**src/rtl/expansion_rom_arbiter.sv**
```systemverilog
// Expansion ROM arbiter: tracks which agent owns the shared $C800-$CFFF window,
// holds the IIe INTCXROM / SLOTC3ROM / INTC8ROM soft switches, and decodes the
// per-slot ROM enables and internal-ROM select for the current CPU address.
module expansion_rom_arbiter #(
    parameter bit         IIE_MODE     = 1'b1,
    parameter logic [6:0] SLOT_C8_MASK = 7'h02
) (
    input  logic        CLK_14M,
    input  logic        RESET,
    input  logic        PH_2,
    input  logic [15:0] ADDRESS,
    input  logic        RW_N,
    output logic [6:0]  SLOT_ROM_EN,
    output logic [2:0]  C8_OWNER,
    output logic        INT_ROM_SEL,
    output logic        INTCXROM,
    output logic        SLOTC3ROM,
    output logic        INTC8ROM,
    output logic        STAT_VALID,
    output logic        STAT_BIT7
);

    typedef enum logic [1:0] {
        OWN_NONE,
        OWN_SLOT,
        OWN_INTERNAL
    } ownState_t;

    ownState_t  ownState_q, ownState_d;
    logic [2:0] c8Owner_q, c8Owner_d;
    logic       intC8Rom_q, intC8Rom_d;
    logic       intCxRom_q, intCxRom_d;
    logic       slotC3Rom_q, slotC3Rom_d;
    logic       ph2D_q;
    logic       stb;

    logic       inCn;
    logic       inC8;
    logic       inC3;
    logic [2:0] cnSlot;
    logic [7:0] c8MaskExt;
    logic       intCxWrite;
    logic       slotC3Write;
    logic       isCfff;

    // Address decode shared by the state update and the output enables.
    // The mask is widened with a dummy bit 0 so it can be indexed by slot number.
    assign inCn        = (ADDRESS[15:11] == 5'b11000) && (ADDRESS[10:8] != 3'd0);
    assign inC8        = (ADDRESS[15:11] == 5'b11001);
    assign inC3        = (ADDRESS[15:8] == 8'hC3);
    assign cnSlot      = ADDRESS[10:8];
    assign c8MaskExt   = {SLOT_C8_MASK, 1'b0};
    assign isCfff      = (ADDRESS == 16'hCFFF);
    assign intCxWrite  = IIE_MODE && !RW_N && (ADDRESS[15:1] == 15'h6003);
    assign slotC3Write = IIE_MODE && !RW_N && (ADDRESS[15:1] == 15'h6005);

    // One strobe per bus cycle, on the clock following the PH_2 falling edge.
    assign stb = ph2D_q && !PH_2;

    // Next-state for the switches and window owner; only the strobe cycle may
    // change anything, and the branches are ordered by priority.
    always_comb begin
        ownState_d  = ownState_q;
        c8Owner_d   = c8Owner_q;
        intC8Rom_d  = intC8Rom_q;
        intCxRom_d  = intCxRom_q;
        slotC3Rom_d = slotC3Rom_q;
        if (stb) begin
            if (isCfff) begin
                ownState_d = OWN_NONE;
                c8Owner_d  = 3'd0;
                intC8Rom_d = 1'b0;
            end else if (intCxWrite) begin
                intCxRom_d = ADDRESS[0];
            end else if (slotC3Write) begin
                slotC3Rom_d = ADDRESS[0];
            end else if (inCn && !intCxRom_q) begin
                if (inC3 && !slotC3Rom_q) begin
                    ownState_d = OWN_INTERNAL;
                    c8Owner_d  = 3'd0;
                    intC8Rom_d = 1'b1;
                end else if (c8MaskExt[cnSlot]) begin
                    ownState_d = OWN_SLOT;
                    c8Owner_d  = cnSlot;
                    intC8Rom_d = 1'b0;
                end
            end
        end
    end

    // State registers; synchronous reset wins over a coincident strobe and
    // drops window ownership at once. Without IIE_MODE the switches stay at
    // their reset values because the write decodes never fire.
    always_ff @(posedge CLK_14M) begin
        if (RESET) begin
            ph2D_q      <= 1'b0;
            ownState_q  <= OWN_NONE;
            c8Owner_q   <= 3'd0;
            intC8Rom_q  <= 1'b0;
            intCxRom_q  <= 1'b0;
            slotC3Rom_q <= !IIE_MODE;
        end else begin
            ph2D_q      <= PH_2;
            ownState_q  <= ownState_d;
            c8Owner_q   <= c8Owner_d;
            intC8Rom_q  <= intC8Rom_d;
            intCxRom_q  <= intCxRom_d;
            slotC3Rom_q <= slotC3Rom_d;
        end
    end

    // Per-slot ROM enables from current state and address; a $CFFF access still
    // enables the owner because the release lands only at the strobe.
    always_comb begin
        SLOT_ROM_EN = 7'd0;
        for (int n = 1; n <= 7; n++) begin
            if (!intCxRom_q) begin
                if (inCn && (cnSlot == 3'(n)) && !(inC3 && !slotC3Rom_q)) begin
                    SLOT_ROM_EN[n-1] = 1'b1;
                end
                if (inC8 && (ownState_q == OWN_SLOT) && (c8Owner_q == 3'(n)) && !intC8Rom_q) begin
                    SLOT_ROM_EN[n-1] = 1'b1;
                end
            end
        end
    end

    // Internal ROM select and status-read decode.
    always_comb begin
        INT_ROM_SEL = (inCn || inC8) &&
                      (intCxRom_q || (inC3 && !slotC3Rom_q) || (inC8 && intC8Rom_q));
        STAT_VALID  = IIE_MODE && RW_N && ((ADDRESS == 16'hC015) || (ADDRESS == 16'hC017));
        STAT_BIT7   = 1'b0;
        if (STAT_VALID) begin
            STAT_BIT7 = ADDRESS[1] ? slotC3Rom_q : intCxRom_q;
        end
    end

    assign C8_OWNER  = c8Owner_q;
    assign INTC8ROM  = intC8Rom_q;
    assign INTCXROM  = intCxRom_q;
    assign SLOTC3ROM = slotC3Rom_q;

endmodule

```
**config.mk**
```make
export PLATFORM = sky130hd
export DESIGN_NAME = expansion_rom_arbiter
export DESIGN_NICKNAME = d
export VERILOG_FILES = /design/src/rtl/expansion_rom_arbiter.sv
export SDC_FILE = /design/constraint.sdc
export NUM_CORES = 1
export LEC_CHECK = 0
export ABC_AREA = 1
export CORE_ASPECT_RATIO = 0.7
export CORE_UTILIZATION = 45
export CTS_CLUSTER_SIZE = 12
export DETAILED_ROUTE_END_ITERATION = 10
export PLACE_DENSITY_LB_ADDON = 0.2
export SYNTH_ARGS = -nofsm -noshare
export SYNTH_HDL_FRONTEND = slang
export SYNTH_SLANG_ARGS = --single-unit
```
**constraint.sdc**
```tcl
create_clock -name CLK_14M -period 4.7 [get_ports CLK_14M]
set_input_delay 1.41 -clock CLK_14M [delete_from_list [all_inputs] [get_ports CLK_14M]]
set_output_delay 1.41 -clock CLK_14M [all_outputs]
set_load 0.05 [all_outputs]
```
# ---- Word-level counts from Yosys, hierarchy flattened
# Memory sizes are Yosys's and may differ from the RTL's.
# Cells that the tools add are included.
# Widths: inputs -> output; s select.
dict set report totals {
  mem_count 1
  output_inout_bits 16
  mem_bits_ro 8
  register_bits 9
}
dict set report op_classes {
  order_cmp 1
  n_eq_ne 25
  n_reduce_logical 54
  n_bitwise 2
  n_mux 42
}
# memory depth width rd rd_clocked_by_memory_dff write_ports line_no
set memory_table {}
lappend memory_table {{(no name shown)} 8 1 1 0 0 82} ;# end else if (c8MaskExt[cnSlot]) begin
# operator count
set ops {}
lappend ops {{$eq 16x16->1 const B} 3}
lappend ops {{$logic_and 1x1->1} 38}
lappend ops {{$eq 15x15->1 const B} 2}
lappend ops {{$mux 1} 30}
lappend ops {{$eq 3x3->1 const B} 8}
lappend ops {{$mux 3} 6}
lappend ops {{$eq 3x2->1 const B} 4}
lappend ops {{$mux 2} 6}
lappend ops {{$eq 5x5->1 const B} 2}
lappend ops {{$eq 8x8->1 const B} 1}
lappend ops {{$eq 3x1->1 const B} 2}
lappend ops {{$logic_not 1->1} 6}
lappend ops {{$reduce_bool 3->1} 2}
lappend ops {{$reduce_and 5->1} 1}
lappend ops {{$logic_or 1x1->1} 4}
lappend ops {{$lt 3x4->1 const B} 1}
lappend ops {{$ne 2x1->1 const B} 2}
lappend ops {{$reduce_and 4->1} 1}
lappend ops {{$reduce_and 3->1} 1}
lappend ops {{$eq 2x1->1 const B} 1}
lappend ops {{$not 1->1} 2}
lappend ops {{$reduce_bool 2->1} 1}

# ---- Logic depth before layout (Yosys ltp)
dict set report logic_depth {
  ltp_word 8
  depth_mapped 10
}

# ---- Least setup slack after synthesis
# OpenSTA, ideal clock, no wires.
dict set report synth_timing {
  kind {in2out}
  startpoint {in ADDRESS[10]}
  endpoint {out STAT_BIT7}
  path_slack_ns -0.127
  stages 6
  n_path_buf 0
  arrival_ns 3.417
  required_time_ns 3.290
  cell_sequence {inv_2 > nand2_1 > nor2_1 > nand4_1 > nor3_1 > o211a_1}
}
dict set report synth_via {
  elab_chain_cells 4
  word_cells_on_any_way 5
  classes_between {eq/ne: 2; mux: 1; reduce/logical: 2}
}
# element line_no
set synth_lines {}
lappend synth_lines {{start: declaration} 11} ;# input logic [15:0] ADDRESS,
lappend synth_lines {{$eq 16x16->1} 132} ;# STAT_VALID = IIE_MODE && RW_N && ((ADDRESS == 16'hC015) || (ADDRESS == 16'hC017));
lappend synth_lines {{$logic_or 1x1->1 (*)} 132}
lappend synth_lines {{$logic_and 1x1->1 (*)} 132}
lappend synth_lines {{named net STAT_VALID} 19} ;# output logic STAT_VALID,
lappend synth_lines {{$mux 1 (*)} 134} ;# if (STAT_VALID) begin
lappend synth_lines {{end: declaration} 20} ;# output logic STAT_BIT7
# The timed path passes the listed nets; every way through them passes the cells marked *.

# ---- Final worst setup path
dict set report layout_timing {
  startpoint {in ADDRESS[15]}
  endpoint {out SLOT_ROM_EN[4]}
}
dict set report layout_via {
  elab_chain_cells 7
  word_cells_on_any_way 14
  classes_between {eq/ne: 3; mux: 3; reduce/logical: 8}
}
# element line_no
set layout_lines {}
lappend layout_lines {{$eq 8x8->1 or $eq 5x5->1 (tied branches)} {50, 48}}
lappend layout_lines {{$logic_and 1x1->1, on equally long branches} {118, 48}}
lappend layout_lines {{$logic_not 1->1 or $logic_and 1x1->1 (tied branches)} 118} ;# if (inCn && (cnSlot == 3'(n)) && !(inC3 && !slotC3Rom_q)) begin
lappend layout_lines {{$logic_and 1x1->1} 118}
lappend layout_lines {{$mux 1} 118}
lappend layout_lines {{$mux 1 (*)} 121} ;# if (inC8 && (ownState_q == OWN_SLOT) && (c8Owner_q == 3'(n)) && !intC8Rom_q) begin
lappend layout_lines {{$mux 1 (*)} 117} ;# if (!intCxRom_q) begin
lappend layout_lines {{end: declaration} 13} ;# output logic [6:0] SLOT_ROM_EN,
# Mark *: on every way between the ends. The rest lies on a longest branch, timed or not.

==> results.ini <==
[global_routing]
grtUsageTotal_pct=27.4
grt_pass1_wl_mm=4.02
grt_max_degree=13
overflow=0
antenna_found_initial=0
grt_pass1_vias=957

[outcome]
outcome=finished clean

[final_layout]
drive_gt1_share_pct=17.1
nNetsFinal=215
n_fill_cell=119
diodes=0
multiInputGateArea_um2=587
seqCellArea_um2=160
area_growth_pct=58.0
finalNonFillerCells=214

[sta]
slew_headroom_pct=65.6
fin_tns_setup_ns=0
tightest_slew_ns=0.514
rsz0062_at_grt=no
fin_crit_sh_pct=97.8
fin_skew_ns=0.00809
slew_violations=0
hold_viol=0
finalCriticalPeriod_ns=4.60
fmax_mhz=217
finalSetupViolations=0

[placement]
dpl.cell_count=211
dpl.hpwl_mm=2.08
portBuffers=35
gp_congestion=0.944

[detailed_routing]
drc=0
dr_total_vias=1109
wl_per_cell_um=11.7
postRouteAntennaNets=0
routed_wl_mm=2.51
vias_per_cell=5.18
drtPass1Iterations=4
dr.first_iter.drc_count=62

[floorplan]
row_count=12
io_pins=36
die-area_mm2=0.00212
die_h_um=38.8
core_area_mm2=0.00170
die-width_um=54.5
initial_core_util_pct=51.3

[worst_setup_path]
max_stage_delay_ns=0.54
cp_cell_sequence=clkdlybuf4s50_1 -> nand2_2 -> nor2_4 -> nand2_1 -> nor2_1 -> nand4_1 -> a21oi_1 -> buf_12
slowest_stage=clkdlybuf4s50_1
critPathMaxFanout=5
start_kind=input pin
path_class=in2out
crit_buf_inv=2
cp.required_ns=3.29
arrival_ns=3.19
rrSetupSlack_ns=3.46
critPathCaptureType=primary output
critPathTopFamily=simple AND/OR/NAND/NOR gates

[clocking]
post_cts_buffers=0
cts_tree=yes
h-tree-depth=1
cts_made_buffers=3
clk_pin_slew_worst_paths_ns=0.06
clock_latency_ns=0.25
cts_root_buf=clkbuf_4
hold_buffers=0
clockBufferDepth=2
cts.sinks=8

[logic_synthesis]
netlist_area_um2=870
ys_seq_elements=8
syn_nets=176
yosys_warnings=0
syn_inst=156
avgSynthCellArea_um2=5.57
yosysUniqueCellTypes=21
seq_area_frac_synth_pct=18.4

[power_and_ir_drop]
peakVddDrop_mv=0.156
p_per_area_mw_per_mm2=120
leakage_nw=0.625
total_power_mw=0.165

[job]
maxCapViolCount=0

[min_path]
min_path_type=reg2reg

[flip-flops by register name (all words and copies together), names as in the netlist]
register / count
ownState_q: 2
SLOTC3ROM: 1
C8_OWNER: 3
INTCXROM: 1
ph2D_q: 1
[placed cells by master, fill, tap and decap left out]
master,synthesis,layout
a21oi_2,0,1
a21oi_1,9,8
nand3b_1,1,1
nor2_4,3,3
nand3_2,2,2
nand3_1,7,7
nor2_2,2,2
buf_12,0,10
o211a_1,1,1
nand3_4,1,1
nor3_1,4,3
dfxtp_1,8,8
nand4_1,13,13
nor3_2,1,2
nand2_2,3,3
clkdlybuf4s50_1,0,25
o21ai_0,1,1
clkbuf_4,0,3
nor2_1,22,22
a31oi_1,1,1
nand2_4,2,2
inv_1,30,30
inv_2,4,4
nand2_1,40,40
[timing repair]
item / in CTS / in global routing
gates resized for setup: 0 / 1
setup endpoints to repair: 0 / 1
hold endpoints to repair: 0 / 0
[layer usage]
layer | global-route usage [%] | up-vias | part of all wire (%)
met5 | 0 | - | 0
met4 | 13.5 | 0 | 2.1
met3 | 2.75 | 8 | 7.8
met2 | 41.2 | 57 | 41
met1 | 38.3 | 472 | 49
li1 | - | 572 | -
[power by group]
group,switching (mW),total [mW],internal [mW]
sequential,0.000109,0.0685,0.0684
clock,0.0223,0.0514,0.0291
combinational,0.0239,0.0446,0.0207
total,0.0463,0.165,0.118
[per-stage QoR]
stage,area [um2],hold WS [ns],utilization [%],setup WS [ns]
after floorplan,875,0.487,-,0.347
after global placement,1350,0.483,79.4,0.235
after detailed placement,1350,0.496,79.4,0.152
after CTS,1370,0.511,80.8,0.143
after global routing,1370,0.523,81.0,0.00779
final,1370,0.514,81.0,0.102
[Yosys cell counts]
| library cell | n | area (um2) |
|---|---|---|
| nand2_1 | 40 | 150 |
| dfxtp_1 | 8 | 160 |
| inv_1 | 30 | 113 |
| nor2_2 | 2 | 12.5 |
| nor2_1 | 22 | 82.6 |
| nor3_1 | 4 | 20.0 |
| clkbuf_1 | 1 | 3.75 |
| nand2_4 | 2 | 22.5 |
| a21oi_1 | 9 | 45.0 |
| o21ai_0 | 1 | 5.00 |
| inv_2 | 4 | 15.0 |
| nand3_1 | 7 | 35.0 |
| nand4_1 | 13 | 81.3 |
| nor2_4 | 3 | 33.8 |
| a31oi_1 | 1 | 6.26 |
| nor3_2 | 1 | 10.0 |
| nand2_2 | 3 | 18.8 |
| nand3_2 | 2 | 20.0 |
| nand3b_1 | 1 | 7.51 |
| nand3_4 | 1 | 17.5 |
| o211a_1 | 1 | 10.0 |
[final timing paths]
kind                     to  depth (start not counted)        start
max          SLOT_ROM_EN[4]                          8  ADDRESS[15]
min reg2reg     C8_OWNER[2]                          2  C8_OWNER[2]
min             C8_OWNER[2]                          2  C8_OWNER[2]
max reg2reg   ownState_q[1]                          7     INTCXROM
[worst reg2reg max path: stages (launching register included)]
cell	delay, ns
dfxtp_1	0.59
inv_1	0.08
nand4_1	0.15
nand2_4	0.08
nand3_4	0.10
nand2_1	0.05
inv_1	0.05
nor2_1	0.04
[final cells by class]
cell class,instances,share of cell area [%]
multi-input combinational,113,42.7
timing repair buffer,35,32.8
sequential,8,11.7
inverter,34,9.29
tap,21,1.91
clock buffer,3,1.64
[kinds of logic after synthesis]
logic type	after synthesis	synth area share, %
AND/OR/NAND/NOR	101	58.8
buffers and inverters	35	15.1
AO/OA/AOI/OAI	12	7.63
flip-flops	8	18.4
Note: power is estimated with default switching activity, not from simulation.
